File: src/rtl/uart_cfg_if.sv
// Host-side bundle for uart_cfg: baud/parity config, FIFO push/pop, serial lines and status.
// The DUT uses the slave modport; whatever drives it uses master.
interface uart_cfg_if #(
   parameter int unsigned DBIT   = 8,
   parameter int unsigned DVSR_W = 11
);
   logic [DVSR_W-1:0] dvsr;
   logic [1:0]        par_mode;
   logic              wr_uart;
   logic [DBIT-1:0]   w_data;
   logic              rd_uart;
   logic              clr_err;
   logic              rx;
   logic              tx;
   logic              tx_full;
   logic              tx_idle;
   logic              rx_empty;
   logic [DBIT-1:0]   r_data;
   logic              frame_err;
   logic              parity_err;
   logic              overrun_err;

   modport master (
      output dvsr, par_mode, wr_uart, w_data, rd_uart, clr_err, rx,
      input  tx, tx_full, tx_idle, rx_empty, r_data, frame_err, parity_err, overrun_err
   );

   modport slave (
      input  dvsr, par_mode, wr_uart, w_data, rd_uart, clr_err, rx,
      output tx, tx_full, tx_idle, rx_empty, r_data, frame_err, parity_err, overrun_err
   );
endinterface

File: src/rtl/uart_cfg.sv
// UART with runtime baud divisor, 16x oversampled RX, and FWFT TX/RX FIFOs.
// Parity support is compiled in only when UART_CFG_PARITY_EN is defined.
module uart_cfg #(
   parameter int unsigned DBIT    = 8,
   parameter int unsigned SB_TICK = 16,
   parameter int unsigned DVSR_W  = 11,
   parameter int unsigned FIFO_W  = 2
) (
   input logic       clk,
   input logic       rst_n,
   uart_cfg_if.slave u
);

   localparam int unsigned SW    = (SB_TICK > 16) ? $clog2(SB_TICK) : 4;
   localparam int unsigned NW    = (DBIT > 1) ? $clog2(DBIT) : 1;
   localparam int unsigned DEPTH = 1 << FIFO_W;

   localparam logic [SW-1:0] SMid  = SW'(7);
   localparam logic [SW-1:0] SBit  = SW'(15);
   localparam logic [SW-1:0] SStop = SW'(SB_TICK - 1);
   localparam logic [NW-1:0] NLast = NW'(DBIT - 1);

   typedef enum logic [2:0] {StIdle, StStart, StData, StPar, StStop} state_e;

   logic [1:0] par_mode_in;

   // Baud generator
   logic [DVSR_W-1:0] baud_q, baud_d;
   logic              tick;

   assign tick   = (baud_q == u.dvsr);
   assign baud_d = tick ? '0 : baud_q + DVSR_W'(1);

   always_ff @(posedge clk or negedge rst_n) begin
      if (!rst_n) baud_q <= '0;
      else        baud_q <= baud_d;
   end

   // RX synchronizer
   logic rx_meta_q, rx_sync_q;

   always_ff @(posedge clk or negedge rst_n) begin
      if (!rst_n) begin
         rx_meta_q <= 1'b1;
         rx_sync_q <= 1'b1;
      end else begin
         rx_meta_q <= u.rx;
         rx_sync_q <= rx_meta_q;
      end
   end

   // TX FIFO
   logic [DBIT-1:0] txf_mem_q [DEPTH];
   logic [FIFO_W:0] txf_wp_q, txf_rp_q;
   logic            txf_full, txf_empty, txf_we, txf_re, tx_pop;
   logic [DBIT-1:0] txf_head;

   assign txf_empty = (txf_wp_q == txf_rp_q);
   assign txf_full  = (txf_wp_q[FIFO_W] != txf_rp_q[FIFO_W]) &&
                      (txf_wp_q[FIFO_W-1:0] == txf_rp_q[FIFO_W-1:0]);
   assign txf_re    = tx_pop & ~txf_empty;
   assign txf_we    = u.wr_uart & (~txf_full | txf_re);
   assign txf_head  = txf_mem_q[txf_rp_q[FIFO_W-1:0]];

   always_ff @(posedge clk) begin
      if (txf_we) txf_mem_q[txf_wp_q[FIFO_W-1:0]] <= u.w_data;
   end

   always_ff @(posedge clk or negedge rst_n) begin
      if (!rst_n) begin
         txf_wp_q <= '0;
         txf_rp_q <= '0;
      end else begin
         if (txf_we) txf_wp_q <= txf_wp_q + 1'b1;
         if (txf_re) txf_rp_q <= txf_rp_q + 1'b1;
      end
   end

   // RX FSM
   state_e          rx_st_q, rx_st_d;
   logic [SW-1:0]   rx_s_q, rx_s_d;
   logic [NW-1:0]   rx_n_q, rx_n_d;
   logic [DBIT-1:0] rx_b_q, rx_b_d;
   logic [1:0]      rx_mode_q, rx_mode_d;
   logic            rx_pbit_q, rx_pbit_d;
   logic            rx_done_q, rx_done_d;
   logic            rx_ferr_set;

   always_comb begin
      rx_st_d     = rx_st_q;
      rx_s_d      = rx_s_q;
      rx_n_d      = rx_n_q;
      rx_b_d      = rx_b_q;
      rx_mode_d   = rx_mode_q;
      rx_pbit_d   = rx_pbit_q;
      rx_done_d   = 1'b0;
      rx_ferr_set = 1'b0;
      unique case (rx_st_q)
         StIdle: begin
            if (!rx_sync_q) begin
               rx_st_d   = StStart;
               rx_s_d    = '0;
               rx_mode_d = par_mode_in;
            end
         end
         StStart: begin
            if (tick) begin
               if (rx_s_q == SMid) begin
                  rx_s_d  = '0;
                  rx_n_d  = '0;
                  rx_st_d = rx_sync_q ? StIdle : StData;
               end else begin
                  rx_s_d = rx_s_q + SW'(1);
               end
            end
         end
         StData: begin
            if (tick) begin
               if (rx_s_q == SBit) begin
                  rx_s_d = '0;
                  rx_b_d = {rx_sync_q, rx_b_q[DBIT-1:1]};
                  if (rx_n_q == NLast) rx_st_d = (^rx_mode_q) ? StPar : StStop;
                  else                 rx_n_d  = rx_n_q + NW'(1);
               end else begin
                  rx_s_d = rx_s_q + SW'(1);
               end
            end
         end
         StPar: begin
            if (tick) begin
               if (rx_s_q == SBit) begin
                  rx_s_d    = '0;
                  rx_pbit_d = rx_sync_q;
                  rx_st_d   = StStop;
               end else begin
                  rx_s_d = rx_s_q + SW'(1);
               end
            end
         end
         StStop: begin
            if (tick) begin
               if (rx_s_q == SStop) begin
                  rx_st_d     = StIdle;
                  rx_done_d   = rx_sync_q;
                  rx_ferr_set = ~rx_sync_q;
               end else begin
                  rx_s_d = rx_s_q + SW'(1);
               end
            end
         end
         default: rx_st_d = StIdle;
      endcase
   end

   always_ff @(posedge clk or negedge rst_n) begin
      if (!rst_n) begin
         rx_st_q   <= StIdle;
         rx_s_q    <= '0;
         rx_n_q    <= '0;
         rx_b_q    <= '0;
         rx_mode_q <= 2'b00;
         rx_pbit_q <= 1'b0;
         rx_done_q <= 1'b0;
      end else begin
         rx_st_q   <= rx_st_d;
         rx_s_q    <= rx_s_d;
         rx_n_q    <= rx_n_d;
         rx_b_q    <= rx_b_d;
         rx_mode_q <= rx_mode_d;
         rx_pbit_q <= rx_pbit_d;
         rx_done_q <= rx_done_d;
      end
   end

   // RX FIFO; a pop in the same cycle frees the slot for the incoming byte
   logic [DBIT-1:0] rxf_mem_q [DEPTH];
   logic [FIFO_W:0] rxf_wp_q, rxf_rp_q;
   logic            rxf_full, rxf_empty, rxf_we, rxf_re, ovr_set;

   assign rxf_empty = (rxf_wp_q == rxf_rp_q);
   assign rxf_full  = (rxf_wp_q[FIFO_W] != rxf_rp_q[FIFO_W]) &&
                      (rxf_wp_q[FIFO_W-1:0] == rxf_rp_q[FIFO_W-1:0]);
   assign rxf_re    = u.rd_uart & ~rxf_empty;
   assign rxf_we    = rx_done_q & (~rxf_full | rxf_re);
   assign ovr_set   = rx_done_q & rxf_full & ~rxf_re;

   always_ff @(posedge clk) begin
      if (rxf_we) rxf_mem_q[rxf_wp_q[FIFO_W-1:0]] <= rx_b_q;
   end

   always_ff @(posedge clk or negedge rst_n) begin
      if (!rst_n) begin
         rxf_wp_q <= '0;
         rxf_rp_q <= '0;
      end else begin
         if (rxf_we) rxf_wp_q <= rxf_wp_q + 1'b1;
         if (rxf_re) rxf_rp_q <= rxf_rp_q + 1'b1;
      end
   end

   // TX FSM; the line is registered from next-state so it never glitches
   state_e          tx_st_q, tx_st_d;
   logic [SW-1:0]   tx_s_q, tx_s_d;
   logic [NW-1:0]   tx_n_q, tx_n_d;
   logic [DBIT-1:0] tx_sh_q, tx_sh_d;
   logic            tx_pen_q, tx_pen_d;
   logic            tx_pbit_q, tx_pbit_d;
   logic            tx_q, tx_d;

   always_comb begin
      tx_st_d   = tx_st_q;
      tx_s_d    = tx_s_q;
      tx_n_d    = tx_n_q;
      tx_sh_d   = tx_sh_q;
      tx_pen_d  = tx_pen_q;
      tx_pbit_d = tx_pbit_q;
      tx_pop    = 1'b0;
      unique case (tx_st_q)
         StIdle: begin
            if (!txf_empty) begin
               tx_pop    = 1'b1;
               tx_sh_d   = txf_head;
               tx_s_d    = '0;
               tx_pen_d  = ^par_mode_in;
               tx_pbit_d = ^txf_head ^ par_mode_in[1];
               tx_st_d   = StStart;
            end
         end
         StStart: begin
            if (tick) begin
               if (tx_s_q == SBit) begin
                  tx_s_d  = '0;
                  tx_n_d  = '0;
                  tx_st_d = StData;
               end else begin
                  tx_s_d = tx_s_q + SW'(1);
               end
            end
         end
         StData: begin
            if (tick) begin
               if (tx_s_q == SBit) begin
                  tx_s_d  = '0;
                  tx_sh_d = tx_sh_q >> 1;
                  if (tx_n_q == NLast) tx_st_d = tx_pen_q ? StPar : StStop;
                  else                 tx_n_d  = tx_n_q + NW'(1);
               end else begin
                  tx_s_d = tx_s_q + SW'(1);
               end
            end
         end
         StPar: begin
            if (tick) begin
               if (tx_s_q == SBit) begin
                  tx_s_d  = '0;
                  tx_st_d = StStop;
               end else begin
                  tx_s_d = tx_s_q + SW'(1);
               end
            end
         end
         StStop: begin
            if (tick) begin
               if (tx_s_q == SStop) tx_st_d = StIdle;
               else                 tx_s_d  = tx_s_q + SW'(1);
            end
         end
         default: tx_st_d = StIdle;
      endcase

      case (tx_st_d)
         StStart: tx_d = 1'b0;
         StData:  tx_d = tx_sh_d[0];
         StPar:   tx_d = tx_pbit_d;
         default: tx_d = 1'b1;
      endcase
   end

   always_ff @(posedge clk or negedge rst_n) begin
      if (!rst_n) begin
         tx_st_q   <= StIdle;
         tx_s_q    <= '0;
         tx_n_q    <= '0;
         tx_sh_q   <= '0;
         tx_pen_q  <= 1'b0;
         tx_pbit_q <= 1'b0;
         tx_q      <= 1'b1;
      end else begin
         tx_st_q   <= tx_st_d;
         tx_s_q    <= tx_s_d;
         tx_n_q    <= tx_n_d;
         tx_sh_q   <= tx_sh_d;
         tx_pen_q  <= tx_pen_d;
         tx_pbit_q <= tx_pbit_d;
         tx_q      <= tx_d;
      end
   end

   // Sticky errors: a set in the clearing cycle wins
   logic frame_err_q, overrun_err_q;

   always_ff @(posedge clk or negedge rst_n) begin
      if (!rst_n) begin
         frame_err_q   <= 1'b0;
         overrun_err_q <= 1'b0;
      end else begin
         frame_err_q   <= rx_ferr_set | (frame_err_q & ~u.clr_err);
         overrun_err_q <= ovr_set | (overrun_err_q & ~u.clr_err);
      end
   end

`ifdef UART_CFG_PARITY_EN
   logic parity_err_q, perr_set;

   assign par_mode_in = u.par_mode;
   assign perr_set    = rx_done_q & (^rx_mode_q) & (rx_pbit_q != (^rx_b_q ^ rx_mode_q[1]));

   always_ff @(posedge clk or negedge rst_n) begin
      if (!rst_n) parity_err_q <= 1'b0;
      else        parity_err_q <= perr_set | (parity_err_q & ~u.clr_err);
   end

   assign u.parity_err = parity_err_q;
`else
   logic unused_par;

   assign par_mode_in  = 2'b00;
   assign unused_par   = ^{u.par_mode, rx_pbit_q};
   assign u.parity_err = 1'b0;
`endif

   assign u.tx          = tx_q;
   assign u.tx_full     = txf_full;
   assign u.tx_idle     = (tx_st_q == StIdle) & txf_empty;
   assign u.rx_empty    = rxf_empty;
   assign u.r_data      = rxf_mem_q[rxf_rp_q[FIFO_W-1:0]];
   assign u.frame_err   = frame_err_q;
   assign u.overrun_err = overrun_err_q;

endmodule

File: src/flat_wrapper.sv
// flat-port wrapper written by rule: the top's interface ports become plain ports
module uart_cfg_flat 
#(
   parameter int unsigned DBIT    = 8,
   parameter int unsigned SB_TICK = 16,
   parameter int unsigned DVSR_W  = 11,
   parameter int unsigned FIFO_W  = 2
)
  (clk, rst_n, u_dvsr, u_par_mode, u_wr_uart, u_w_data, u_rd_uart, u_clr_err, u_rx, u_tx, u_tx_full, u_tx_idle, u_rx_empty, u_r_data, u_frame_err, u_parity_err, u_overrun_err);
  uart_cfg_if #(.DBIT(DBIT), .DVSR_W(DVSR_W)) u_i ();
  input logic clk;
  input logic rst_n;
  input wire logic [$bits(u_i.dvsr)-1:0] u_dvsr;
  input wire logic [$bits(u_i.par_mode)-1:0] u_par_mode;
  input wire logic [$bits(u_i.wr_uart)-1:0] u_wr_uart;
  input wire logic [$bits(u_i.w_data)-1:0] u_w_data;
  input wire logic [$bits(u_i.rd_uart)-1:0] u_rd_uart;
  input wire logic [$bits(u_i.clr_err)-1:0] u_clr_err;
  input wire logic [$bits(u_i.rx)-1:0] u_rx;
  output wire logic [$bits(u_i.tx)-1:0] u_tx;
  output wire logic [$bits(u_i.tx_full)-1:0] u_tx_full;
  output wire logic [$bits(u_i.tx_idle)-1:0] u_tx_idle;
  output wire logic [$bits(u_i.rx_empty)-1:0] u_rx_empty;
  output wire logic [$bits(u_i.r_data)-1:0] u_r_data;
  output wire logic [$bits(u_i.frame_err)-1:0] u_frame_err;
  output wire logic [$bits(u_i.parity_err)-1:0] u_parity_err;
  output wire logic [$bits(u_i.overrun_err)-1:0] u_overrun_err;
  assign u_i.dvsr = u_dvsr;
  assign u_i.par_mode = u_par_mode;
  assign u_i.wr_uart = u_wr_uart;
  assign u_i.w_data = u_w_data;
  assign u_i.rd_uart = u_rd_uart;
  assign u_i.clr_err = u_clr_err;
  assign u_i.rx = u_rx;
  assign u_tx = u_i.tx;
  assign u_tx_full = u_i.tx_full;
  assign u_tx_idle = u_i.tx_idle;
  assign u_rx_empty = u_i.rx_empty;
  assign u_r_data = u_i.r_data;
  assign u_frame_err = u_i.frame_err;
  assign u_parity_err = u_i.parity_err;
  assign u_overrun_err = u_i.overrun_err;
  uart_cfg #(.DBIT(DBIT), .SB_TICK(SB_TICK), .DVSR_W(DVSR_W), .FIFO_W(FIFO_W)) u_core (.clk(clk), .rst_n(rst_n), .u(u_i));
endmodule
File: config.mk
export PLATFORM = sky130hd
export DESIGN_NAME = uart_cfg_flat
export DESIGN_NICKNAME = d
export VERILOG_FILES = /design/src/rtl/uart_cfg_if.sv /design/src/rtl/uart_cfg.sv /design/src/flat_wrapper.sv
export SDC_FILE = /design/constraint.sdc
export NUM_CORES = 1
export LEC_CHECK = 0
export CORE_MARGIN = 3
export CORE_UTILIZATION = 40
export CTS_CLUSTER_DIAMETER = 80
export DETAILED_ROUTE_END_ITERATION = 8
export HOLD_SLACK_MARGIN = 0.03
export PLACE_DENSITY_LB_ADDON = 0.2
export SYNTH_ARGS = -nofsm -noshare
export SYNTH_HDL_FRONTEND = slang
export SYNTH_SLANG_ARGS = --single-unit
File: constraint.sdc
create_clock -name clk -period 2.4 [get_ports clk]
set_clock_uncertainty 0.05 [all_clocks]
set_input_delay 0.72 -clock clk [delete_from_list [all_inputs] [get_ports clk]]
set_output_delay 0.72 -clock clk [all_outputs]
set_load 0.02 [all_outputs]
# Word level (Yosys, flattened, before mapping)
# Memories as Yosys holds them, arrays and structs flattened.
# Cells that the tools add are included.
# op_classes
n_addsub	9
n_eq_ne	45
n_reduce_logical	19
n_mux	69
bitwise_logic	20
# ops
operator	count
$mux W3	30
$mux W4	12
$ne A2 B1 Y1 const B	16
$pmux W3 S5	2
$mux W8	3
$add A3 B1 Y3 const B	6
$eq A3 B2 Y1 const B	6
$reduce_and A6 Y1	3
$pmux W4 S4	1
$pmux W8 S2	1
$mux W1	14
$eq A3 B3 Y1 const B	4
$ne A2 B2 Y1 const B	6
$pmux W3 S2	2
$pmux W4 S3	1
$add A11 B1 Y11 const B	1
$eq A11 B11 Y1	1
$mux W11	1
$reduce_and A10 Y1	1
$and A1 B1 Y1	9
$eq A3 B1 Y1 const B	3
$add A4 B1 Y4 const B	2
$eq A4 B4 Y1 const B	2
$reduce_xor A8 Y1	1
other kinds (18)	34
# totals
inputBits	27
ff_bits	66
memories	2
out_inout_bits	15
ramBits	64
# memory_table
name	depth	width	read_ports	rd_clocked_by_memory_dff	wr	line_no	text
u_core.rxf_mem_q	4	8	1	0	1	uart_cfg.sv:176	logic [DBIT-1:0] rxf_mem_q [DEPTH];
u_core.txf_mem_q	4	8	1	0	1	uart_cfg.sv:53	logic [DBIT-1:0] txf_mem_q [DEPTH];

# Depth between registers and ports, before layout
# Gate-level depths: netlist of the first run.
# logic_depth
ltp_word	8
ltp_mapped	8
ltp_nobuf	8

# Worst setup path after synthesis of the first run
# OpenSTA, ideal clock, no wires.
# synth_timing
kind	input port to flip-flop
startpoint	input u_dvsr[10]
endpoint	register u_core.rx_st_q[1]
setup_slack_ps	134
stages	7
t_arrival_ps	2088
path_cell_list	xnor2_1 > nand3b_1 > nor3_1 > buf_2 > and2_1 > o221ai_1 > mux2_1
# synth_between
elab_chain_cells	3
elab_cells_between_ends	6
classes_between	eq/ne (5); reduce/logical (1)
# synth_rtl
item	line_no	text
from (decl)	flat_wrapper.sv:13	input wire logic [$bits(u_i.dvsr)-1:0] u_dvsr;
$eq A11 B11 Y1 *	uart_cfg.sv:31	assign tick = (baud_q == u.dvsr);
$ne A2 B1 Y1 (no source line)	--	
$reduce_and A10 Y1 (no source line) *	--	
to (signal assigned)	uart_cfg.sv:157	rx_st_q <= StIdle;
to (signal assigned)	uart_cfg.sv:165	rx_st_q <= rx_st_d;
to (decl)	uart_cfg.sv:80	state_e rx_st_q, rx_st_d;
# Mark *: on every way between the ends. The rest lies on a longest branch, timed or not.
# A chain may end at the register's enable or synchronous reset.

# Worst setup path in the final report of the first run
# layout_timing
startpoint	register u_core.rxf_rp_q[0]
endpoint	output u_r_data[6]
# layout_between
elab_chain_cells	1
# layout_rtl
item	line_no	text
from (decl)	uart_cfg.sv:177	logic [FIFO_W:0] rxf_wp_q, rxf_rp_q;
from (signal assigned)	uart_cfg.sv:197	if (rxf_re) rxf_rp_q <= rxf_rp_q + 1'b1;
$mem_v2 Z4 W8	--	
to (decl)	flat_wrapper.sv:24	output wire logic [$bits(u_i.r_data)-1:0] u_r_data;
# Every way passes these cells.

==> impl_metrics.ini, run 1 <==
[outcome]
status = completed

[power_and_ir_drop]
ir_worst_vdd_mv = 0.6577
p_leak_nw = 3.361
power.total_mw = 7.324
p_per_area_nw_per_um2 = 944.1

[route]
wl_per_cell_um = 14.89
detail-route-antenna-nets = 0
routed_wl_mm = 10.89
vias_per_cell = 5.097
drt-pass1-iter-count = 4
dr_total_vias = 3726
drt-initial-drc-count = 151
drc = 0

[clocking]
numCtsBuffers = 17
clock_latency_ns = 0.41
clk_path_buf_depth = 2
clkSlewWorstSetupHoldPaths_ns = 0.06
cts_tree = done
h-tree-depth = 4
cts_sinks = 130
clockRootBuffer = clkbuf_16
cts_hold_buf = 0

[global_routing]
globalRouteOverflowTotal = 0
grt_pass1_vias = 3777
grt_pass1_wl_mm = 18.11
busiest_layer = met2
use_met2_pct = 23.94
antenna_found_initial = 0
grtUsageMet1_pct = 17.30
grt_max_degree = 67
grtUsageMet3_pct = 5.226
grt_usage_pct = 14.33

[logic_synthesis]
ys.flop_type = edfxtp_1
synth_nets = 489
ys_seq_elements = 130
ys_seq_area_share_pct = 60.47
synth.avg_cell_area_um2 = 13.29
synth_edf_count = 64
syn_area_um2 = 5916
synth_top_area_share_pct = 32.49
yosys-top-cells-area = edfxtp_1 (32%), dfrtp_1 (27%), mux4_2 (6.1%)
yosysWarnings = 0
async_reset_ff_share_pct = 50.77
yosys.area.top_type = edfxtp_1
yosysUniqueCellTypes = 55
netlist_instances = 445

[place]
portBuffers = 38
dp_hpwl_mm = 7.097
place.gp.congestion = 0.7680

[worst_setup_path]
worstPathArrival_ns = 1.63
crit_chain = buf_12 > mux4_2 > buf_6
start_kind = register
required_ns = 1.63
cp-end-kind = primary output
r2r-start = u_core.txf_rp_q[0]$_DFFE_PN0P_
worstPathMaxFanout = 6
crit_family = multiplexers
rrSetupSlack_ns = 0.22
cp_num_buf_inv = 2
worst_r2r_endpoint = u_core.u.tx$_DFF_PN1_
slowest_delay_ns = 0.52
critPathSlowestCell = mux4_2
path_class = register to primary output
r2r_cells = 6

[timing]
finalMaxSlewViolations = 0
worst_pin_slew_ns = 0.7884
rsz0062_at_grt = yes
timing.final.crit_share_pct = 99.96
max_slew_margin_pct = 47.24
final.min_clock_period_ns = 2.399
fin_tns_setup_ns = 0
fmax_mhz = 416.8
hold_viol = 0
setup_viol = 0

[job]
maxCapViolCount = 0

[floorplanning]
die_height_um = 127.6
die_w_um = 127.6
start_util_pct = 41.81
row_count = 43
core_area_um2 = 14150
dieArea_um2 = 16280
io_pins = 42

[worst_hold_path]
holdCritPathClass = primary input to asynchronous set/reset pin

[finish]
n_antenna_cell = 0
drive_gt1_share_pct = 27.95
synthToLayoutAreaGrowth_pct = 31.13
fillers = 1156
nNetsFinal = 582
-- synthesized netlist by cell type (4+ instances only) --
cell      count
and3_1        9
ha_1         17
dfrtp_1      63
nor2_1       35
xnor2_1      35
nand3_1      17
nand2b_1      5
mux4_2       16
a21o_1       11
inv_1        19
buf_2         7
a21oi_1       5
and2_1        6
o21ai_1       8
xor2_1       10
nand2_1      30
mux2_2        4
clkbuf_1      8
a22o_1        8
mux2_1        9
o21ai_0       7
edfxtp_1     64
-- through the flow --
step / hold WS, ns / worst slack (ns) / util, % / area (µm²) / instances
CTS: 0.2817 / -0.07893 / 53.19 / 7526 / 723
floorplan: 0.2952 / 0.1343 / - / 5916 / 445
global route: 0.2982 / -0.06096 / 54.82 / 7757 / 731
finish: 0.2516 / 0.0009733 / 54.82 / 7757 / 731
detailed placement: 0.3000 / -0.6001 / 48.25 / 6828 / 687
global placement: 0.3005 / -0.6091 / 48.25 / 6828 / 687
-- cell type report --
type | count | area, µm² | share of cell area [%]
sequential | 130 | 3578 | 46.13
inverter | 19 | 71.32 | 0.9194
multi-input combinational | 279 | 2412 | 31.10
clock inverter | 14 | 140.1 | 1.806
timing repair buffer | 91 | 900.9 | 11.61
clock buffer | 18 | 429.2 | 5.532
tap | 180 | 225.2 | 2.903
-- metal layers --
layer,wire length [µm],vias up
met2,5628,61
met4,130,0
met5,0,-
li1,-,1804
met1,4690,1850
met3,438,11
-- worst max-delay path by stage --
stage	start	to	slack, ns	cells past startpoint
6_report	u_core.rxf_rp_q[0]$_DFFE_PN0P_	u_r_data[6]	0.001	3
5_1_grt	u_core.rxf_rp_q[0]$_DFFE_PN0P_	u_r_data[6]	-0.06	3
4_1_cts	u_core.rxf_rp_q[0]$_DFFE_PN0P_	u_r_data[2]	-0.08	4
3_5_place_dp	u_dvsr[7]	u_core.tx_sh_q[5]$_DFFE_PN0P_	-0.60	10
3_3_place_gp	u_dvsr[7]	u_core.tx_sh_q[5]$_DFFE_PN0P_	-0.61	10
2_1_floorplan	u_dvsr[10]	u_core.rx_st_q[1]$_DFFE_PN0P_	0.13	7
-- report_power, final --
group	internal [mW]	leakage, nW	total (mW)	switching (mW)
clock	1.52	0.274	2.45	0.933
combinational	1.05	1.61	1.96	0.910
sequential	2.68	1.48	2.91	0.233
-- registers in the layout, indices dropped and copies added (netlist names), 4 cells and up --
| signal | flops |
|---|---|
| u_core.tx_s_q | 4 |
| u_core.rx_s_q | 4 |
| u_core.txf_mem_q | 32 |
| u_core.baud_q | 11 |
| u_core.rxf_mem_q | 32 |
| u_core.tx_sh_q | 8 |
| u_core.rx_b_q | 8 |
-- worst reg2reg max path: stages, from the launching register on --
cell and delay [ns]:
dfrtp_1 0.40, buf_4 0.25, mux4_2 0.59, a221oi_1 0.40, mux2i_4 0.12, a211oi_2 0.16, o211ai_1 0.13
-- timing repair --
item	in CTS	in global routing
resized for setup	72	45
endpoints found under the setup margin	30	40
buffers inserted	3	9
pin swaps	5	23
gates cloned	1	0
-- cell families after synthesis --
logic type               count (synthesis)  synth area share [%]
AO/OA/AOI/OAI                           63                 7.847
XOR/XNOR                                45                 6.662
adder cells (fa/ha/maj)                 17                 3.596
buffers and inverters                   36                 2.496
flip-flops                             130                 60.47
multiplexers                            32                 9.074
other                                    1               0.06339
AND/OR/NAND/NOR                        121                 9.793
-- cell usage in the layout, fill, tap and decap left out, types with 3 or more instances in the layout --
cell / instances
a21o_1: 11
a21oi_1: 5
a22o_1: 8
and2_1: 5
and3_1: 8
buf_12: 7
buf_2: 3
buf_4: 43
buf_6: 12
clkbuf_16: 17
clkdlybuf4s50_1: 15
clkinv_1: 4
clkinv_4: 5
dfrtp_1: 62
dfstp_2: 3
dlymetal6s2s_1: 11
edfxtp_1: 64
ha_1: 17
inv_1: 19
mux2_1: 8
mux2_2: 4
mux4_2: 16
nand2_1: 30
nand2b_1: 4
nand3_1: 15
nand4_1: 3
nor2_1: 33
nor2b_1: 3
o21ai_0: 6
o21ai_1: 5
o21ai_2: 4
xnor2_1: 25
xnor2_2: 10
xor2_1: 10
No activity file was read; power rests on OpenSTA's default activity.
==> inputs of run 2 (changes only) <==
--- a/config.mk
+++ b/config.mk
@@ -5,8 +5,10 @@
 export SDC_FILE = /design/constraint.sdc
 export NUM_CORES = 1
 export LEC_CHECK = 0
+export CELL_PAD_IN_SITES_DETAIL_PLACEMENT = 0
+export CELL_PAD_IN_SITES_GLOBAL_PLACEMENT = 1
 export CORE_MARGIN = 3
-export CORE_UTILIZATION = 40
+export CORE_UTILIZATION = 48
 export CTS_CLUSTER_DIAMETER = 80
 export DETAILED_ROUTE_END_ITERATION = 8
 export HOLD_SLACK_MARGIN = 0.03
==> impl_metrics.ini, run 2 (same netlist as run 1, synthesis figures left out) <==
[outcome]
status = complete, but fails checks
failed_checks = negative setup slack

[floorplanning]
start_util_pct = 50.51
die_w_um = 117.0
die_height_um = 117.0
core_area_um2 = 11710
dieArea_um2 = 13690
row_count = 39
io_pins = 42

[global_routing]
grtUsageMet3_pct = 5.090
use_met2_pct = 28.40
busiest_layer = met2
grt_usage_pct = 17.35
globalRouteOverflowTotal = 0
grtUsageMet1_pct = 21.64
grt_max_degree = 32
antenna_found_initial = 0
grt_pass1_wl_mm = 18.00
grt_pass1_vias = 3749

[clocking]
cts_hold_buf = 0
clockRootBuffer = clkbuf_16
clk_path_buf_depth = 2
numCtsBuffers = 17
cts_tree = done
h-tree-depth = 4
cts_sinks = 130
clock_latency_ns = 0.42
clkSlewWorstSetupHoldPaths_ns = 0.06

[worst_setup_path]
cp-end-kind = primary output
path_class = register to primary output
slowest_delay_ns = 0.53
worstPathMaxFanout = 6
crit_chain = buf_12 > mux4_2 > buf_6
worstPathArrival_ns = 1.65
r2r_cells = 6
required_ns = 1.63
start_kind = register
critPathSlowestCell = mux4_2
rrSetupSlack_ns = 0.13

[timing]
fmax_mhz = 413.5
hold_viol = 0
setup_viol = 3
final.min_clock_period_ns = 2.418
finalMaxSlewViolations = 0
rsz0062_at_grt = yes
fin_tns_setup_ns = -0.02236
timing.final.crit_share_pct = 100.8
setup_ws_ns = -0.01836
max_slew_margin_pct = 43.21
worst_pin_slew_ns = 0.8487

[job]
maxCapViolCount = 0

[place]
dp_hpwl_mm = 7.389
post_dp_cell_area_um2 = 6766
dp.cells = 648
portBuffers = 38
place.gp.congestion = 0.7680
dpl_worst_slack_ns = -0.5160

[finish]
final_area_um2 = 7662
final_common_cell = edfxtp_1
drive_gt1_share_pct = 26.84
fillers = 842
final_cell_mix = edfxtp_1 (64), dfrtp_1 (61), buf_4 (36)
synthToLayoutAreaGrowth_pct = 29.53
n_antenna_cell = 0
final_cells = 687
nNetsFinal = 575

[route]
dr_total_vias = 3694
drt-pass1-iter-count = 4
wl_per_cell_um = 15.92
drc = 0
drt-initial-drc-count = 212
vias_per_cell = 5.377
detail-route-antenna-nets = 0
routed_wl_mm = 10.94

[power_and_ir_drop]
p_per_area_nw_per_um2 = 970.6
ir_worst_vdd_mv = 0.7195
p_leak_nw = 3.332
power.total_mw = 7.437

[worst_hold_path]
holdCritPathClass = primary input to asynchronous set/reset pin
-- run 2: metrics by stage --
step           utilization (%)  hold WS (ns)
6_report                 65.43        0.2077
5_1_grt                  65.43        0.2284
4_1_cts                  62.87        0.2187
3_5_place_dp             57.78        0.2996
3_3_place_gp             57.78        0.2957
2_1_floorplan                -        0.2952
-- run 2: layer usage --
metal	share of wire [%]	routed length [µm]	up-vias
li1	-	-	1791
met1	45	4929	1825
met5	0	0	-
met2	50	5465	60
met4	1.5	163	0
met3	3.5	381	18
-- run 2: path summary, 6_finish.rpt --
path                                                start                             end
hold / removal                                      rst_n  u_core.rxf_rp_q[1]$_DFFE_PN0P_
setup reg to reg           u_core.txf_rp_q[0]$_DFFE_PN0P_           u_core.u.tx$_DFF_PN1_
min in group clk               u_core.rx_meta_q$_DFF_PN1_      u_core.rx_sync_q$_DFF_PN1_
setup / recovery           u_core.rxf_rp_q[0]$_DFFE_PN0P_                     u_r_data[5]
max in group asynchronous                           rst_n    u_core.rx_b_q[5]$_DFFE_PN0P_
hold reg to reg                u_core.rx_meta_q$_DFF_PN1_      u_core.rx_sync_q$_DFF_PN1_
-- run 2: what timing repair did --
action	CTS	global route
endpoints found under the setup margin	30	44
setup buffers	0	6
cloned	0	1
pin swaps	3	24
resized for setup	47	60
-- run 2: worst max-delay path, delay by kind of cell, from the launching register on --
kind | cells | cell delay, ns
muxes | 1 | 0.53
DFF | 1 | 0.41
buffers and inverters | 2 | 0.29
-- run 2: cell type report --
cell class | count | area, µm² | share of cell area [%]
clock buffers | 18 | 439.2 | 5.732
multi-input cells | 279 | 2380 | 31.06
inverters | 19 | 71.32 | 0.9308
flip-flops and latches | 130 | 3580 | 46.72
well taps | 143 | 178.9 | 2.335
clock inverters | 14 | 166.4 | 2.172
repair buffers | 84 | 847.1 | 11.05
-- run 2: where the power goes --
part           switching [mW]  internal, mW  total (mW)
logic                   0.883          1.01        1.89
clock network            1.03          1.59        2.62
registers               0.251          2.68        2.93
==> inputs of run 3 (changes only) <==
--- a/config.mk
+++ b/config.mk
@@ -13,6 +13,7 @@
 export DETAILED_ROUTE_END_ITERATION = 8
 export HOLD_SLACK_MARGIN = 0.03
 export PLACE_DENSITY_LB_ADDON = 0.2
+export SLEW_MARGIN = 40
 export SYNTH_ARGS = -nofsm -noshare
 export SYNTH_HDL_FRONTEND = slang
 export SYNTH_SLANG_ARGS = --single-unit
==> impl_metrics.ini, run 3 (same netlist as run 1, synthesis figures left out) <==
[floorplanning]
core_area_um2 = 11710
die_height_um = 117.0
io_pins = 42
row_count = 39
dieArea_um2 = 13690
die_w_um = 117.0
start_util_pct = 50.51

[timing]
fmax_mhz = 413.4
setup_viol = 3
rsz0062_at_grt = yes
timing.final.crit_share_pct = 100.8
worst_pin_slew_ns = 0.7482
setup_ws_ns = -0.01869
hold_viol = 0
final.min_clock_period_ns = 2.419
finalMaxSlewViolations = 0
max_slew_margin_pct = 49.93

[power_and_ir_drop]
p_leak_nw = 3.332
combPwrFrac_pct = 25.4
p_per_area_nw_per_um2 = 970.6
swShare_pct = 29.07
ir_worst_vdd_mv = 0.7196
clock_power_share_pct = 35.2
p_switching_mw = 2.163
seqPwrFrac_pct = 39.4
intPower_mw = 5.277
power.total_mw = 7.439

[worst_setup_path]
crit_chain = buf_12 > mux4_2 > buf_6
cp-end-kind = primary output
start_kind = register
rrSetupSlack_ns = 0.13
critPathSlowestCell = mux4_2
r2r-start = u_core.txf_rp_q[0]$_DFFE_PN0P_
worst_r2r_endpoint = u_core.u.tx$_DFF_PN1_
required_ns = 1.63
slowest_delay_ns = 0.53
worstPathArrival_ns = 1.65
path_class = register to primary output
worstPathMaxFanout = 6
r2r_cells = 6
crit_family = multiplexers
cp_num_buf_inv = 2

[route]
wl_per_cell_um = 15.93
drc = 0
vias_per_cell = 5.390
drt-initial-drc-count = 200
drt-pass1-iter-count = 4
detail-route-antenna-nets = 0
dr_total_vias = 3703
routed_wl_mm = 10.95

[clocking]
h-tree-depth = 4
clockRootBuffer = clkbuf_16
clkSlewWorstSetupHoldPaths_ns = 0.06
cts_hold_buf = 0
numCtsBuffers = 17
clk_path_buf_depth = 2
cts_tree = done
cts_sinks = 130
clock_latency_ns = 0.42

[place]
portBuffers = 38
dpl_worst_slack_ns = -0.5160
place.gp.congestion = 0.7680
post_dp_cell_area_um2 = 6766
dp_hpwl_mm = 7.389

[finish]
final_common_cell = edfxtp_1
drive_gt1_share_pct = 27.02
nNetsFinal = 575
synthToLayoutAreaGrowth_pct = 29.57
final_area_um2 = 7665
n_antenna_cell = 0
final_cell_mix = edfxtp_1 (64), dfrtp_1 (61), buf_4 (36)

[global_routing]
globalRouteOverflowTotal = 0
grt_pass1_vias = 3749
grt_pass1_wl_mm = 18.00
grt_usage_pct = 17.35
antenna_found_initial = 0
grt_max_degree = 32

[outcome]
status = complete, but fails checks
failed_checks = negative setup slack

[worst_hold_path]
holdCritPathClass = primary input to asynchronous set/reset pin

[job]
maxCapViolCount = 0
[run 3: how the worst max path moves through the flow]
stage,start,endpoint,slack [ns],cells past startpoint
2_1_floorplan,u_dvsr[10],u_core.rx_st_q[1]$_DFFE_PN0P_,0.13,7
3_3_place_gp,u_dvsr[7],u_core.rx_n_q[0]$_DFFE_PN0P_,-0.46,7
3_5_place_dp,u_dvsr[7],u_core.rx_b_q[2]$_DFFE_PN0P_,-0.52,7
4_1_cts,u_dvsr[7],u_core.rx_b_q[2]$_DFFE_PN0P_,-0.07,7
5_1_grt,u_core.rxf_rp_q[0]$_DFFE_PN0P_,u_r_data[5],-0.07,3
6_report,u_core.rxf_rp_q[0]$_DFFE_PN0P_,u_r_data[5],-0.02,3
[run 3: what timing repair did]
action / in CTS / in global routing
resized for setup: 47 / 60
pin swaps: 3 / 24
setup endpoints to repair: 30 / 44
gates cloned: 0 / 1
buffers inserted: 0 / 6
[run 3: area by class of cell]
| class | instances | area (µm²) |
|---|---|---|
| Clock inverter | 14 | 166.4 |
| Sequential cell | 130 | 3580 |
| Timing Repair Buffer | 84 | 847.1 |
| Tap cell | 143 | 178.9 |
| Inverter | 19 | 71.32 |
| Fill cell | 843 | 4046 |
| Multi-Input combinational cell | 279 | 2382 |
| Clock buffer | 18 | 439.2 |
[run 3: power groups by stage]
stage | Combinational (mW) | Clock (mW) | Sequential (mW)
final | 1.89 | 2.62 | 2.93
after detailed placement | 1.75 | 0 | 2.93
after global placement | 1.71 | 0 | 2.92
after CTS | 1.79 | 2.66 | 2.90
after global routing | 2.09 | 2.77 | 2.97
after floorplan | 1.16 | 0 | 2.89
[run 3: worst register-to-register path, delay by kind of cell, from the launching register on]
family / cells / cell delay [ns]
flops: 1 / 0.43
compound gates: 3 / 0.72
buf+inv: 1 / 0.27
mux: 2 / 0.71
[run 3: routing by layer]
metal | vias to the layer above | part of all wire, % | GRT usage [%]
met5 | - | 0 | 0
met4 | 0 | 1.5 | 7.263
met3 | 18 | 3.6 | 5.090
met2 | 64 | 50 | 28.40
met1 | 1831 | 45 | 21.64
li1 | 1790 | - | -
[run 3: through the flow]
step	setup TNS (ns)	hold WS [ns]	utilization, %	cells
after floorplan	0	0.2952	-	445
after global placement	-23.07	0.2957	57.78	648
after detailed placement	-23.82	0.2996	57.78	648
after CTS	-0.8367	0.2187	62.87	680
after global routing	-0.3789	0.2284	65.45	687
final	-0.02410	0.2056	65.45	687
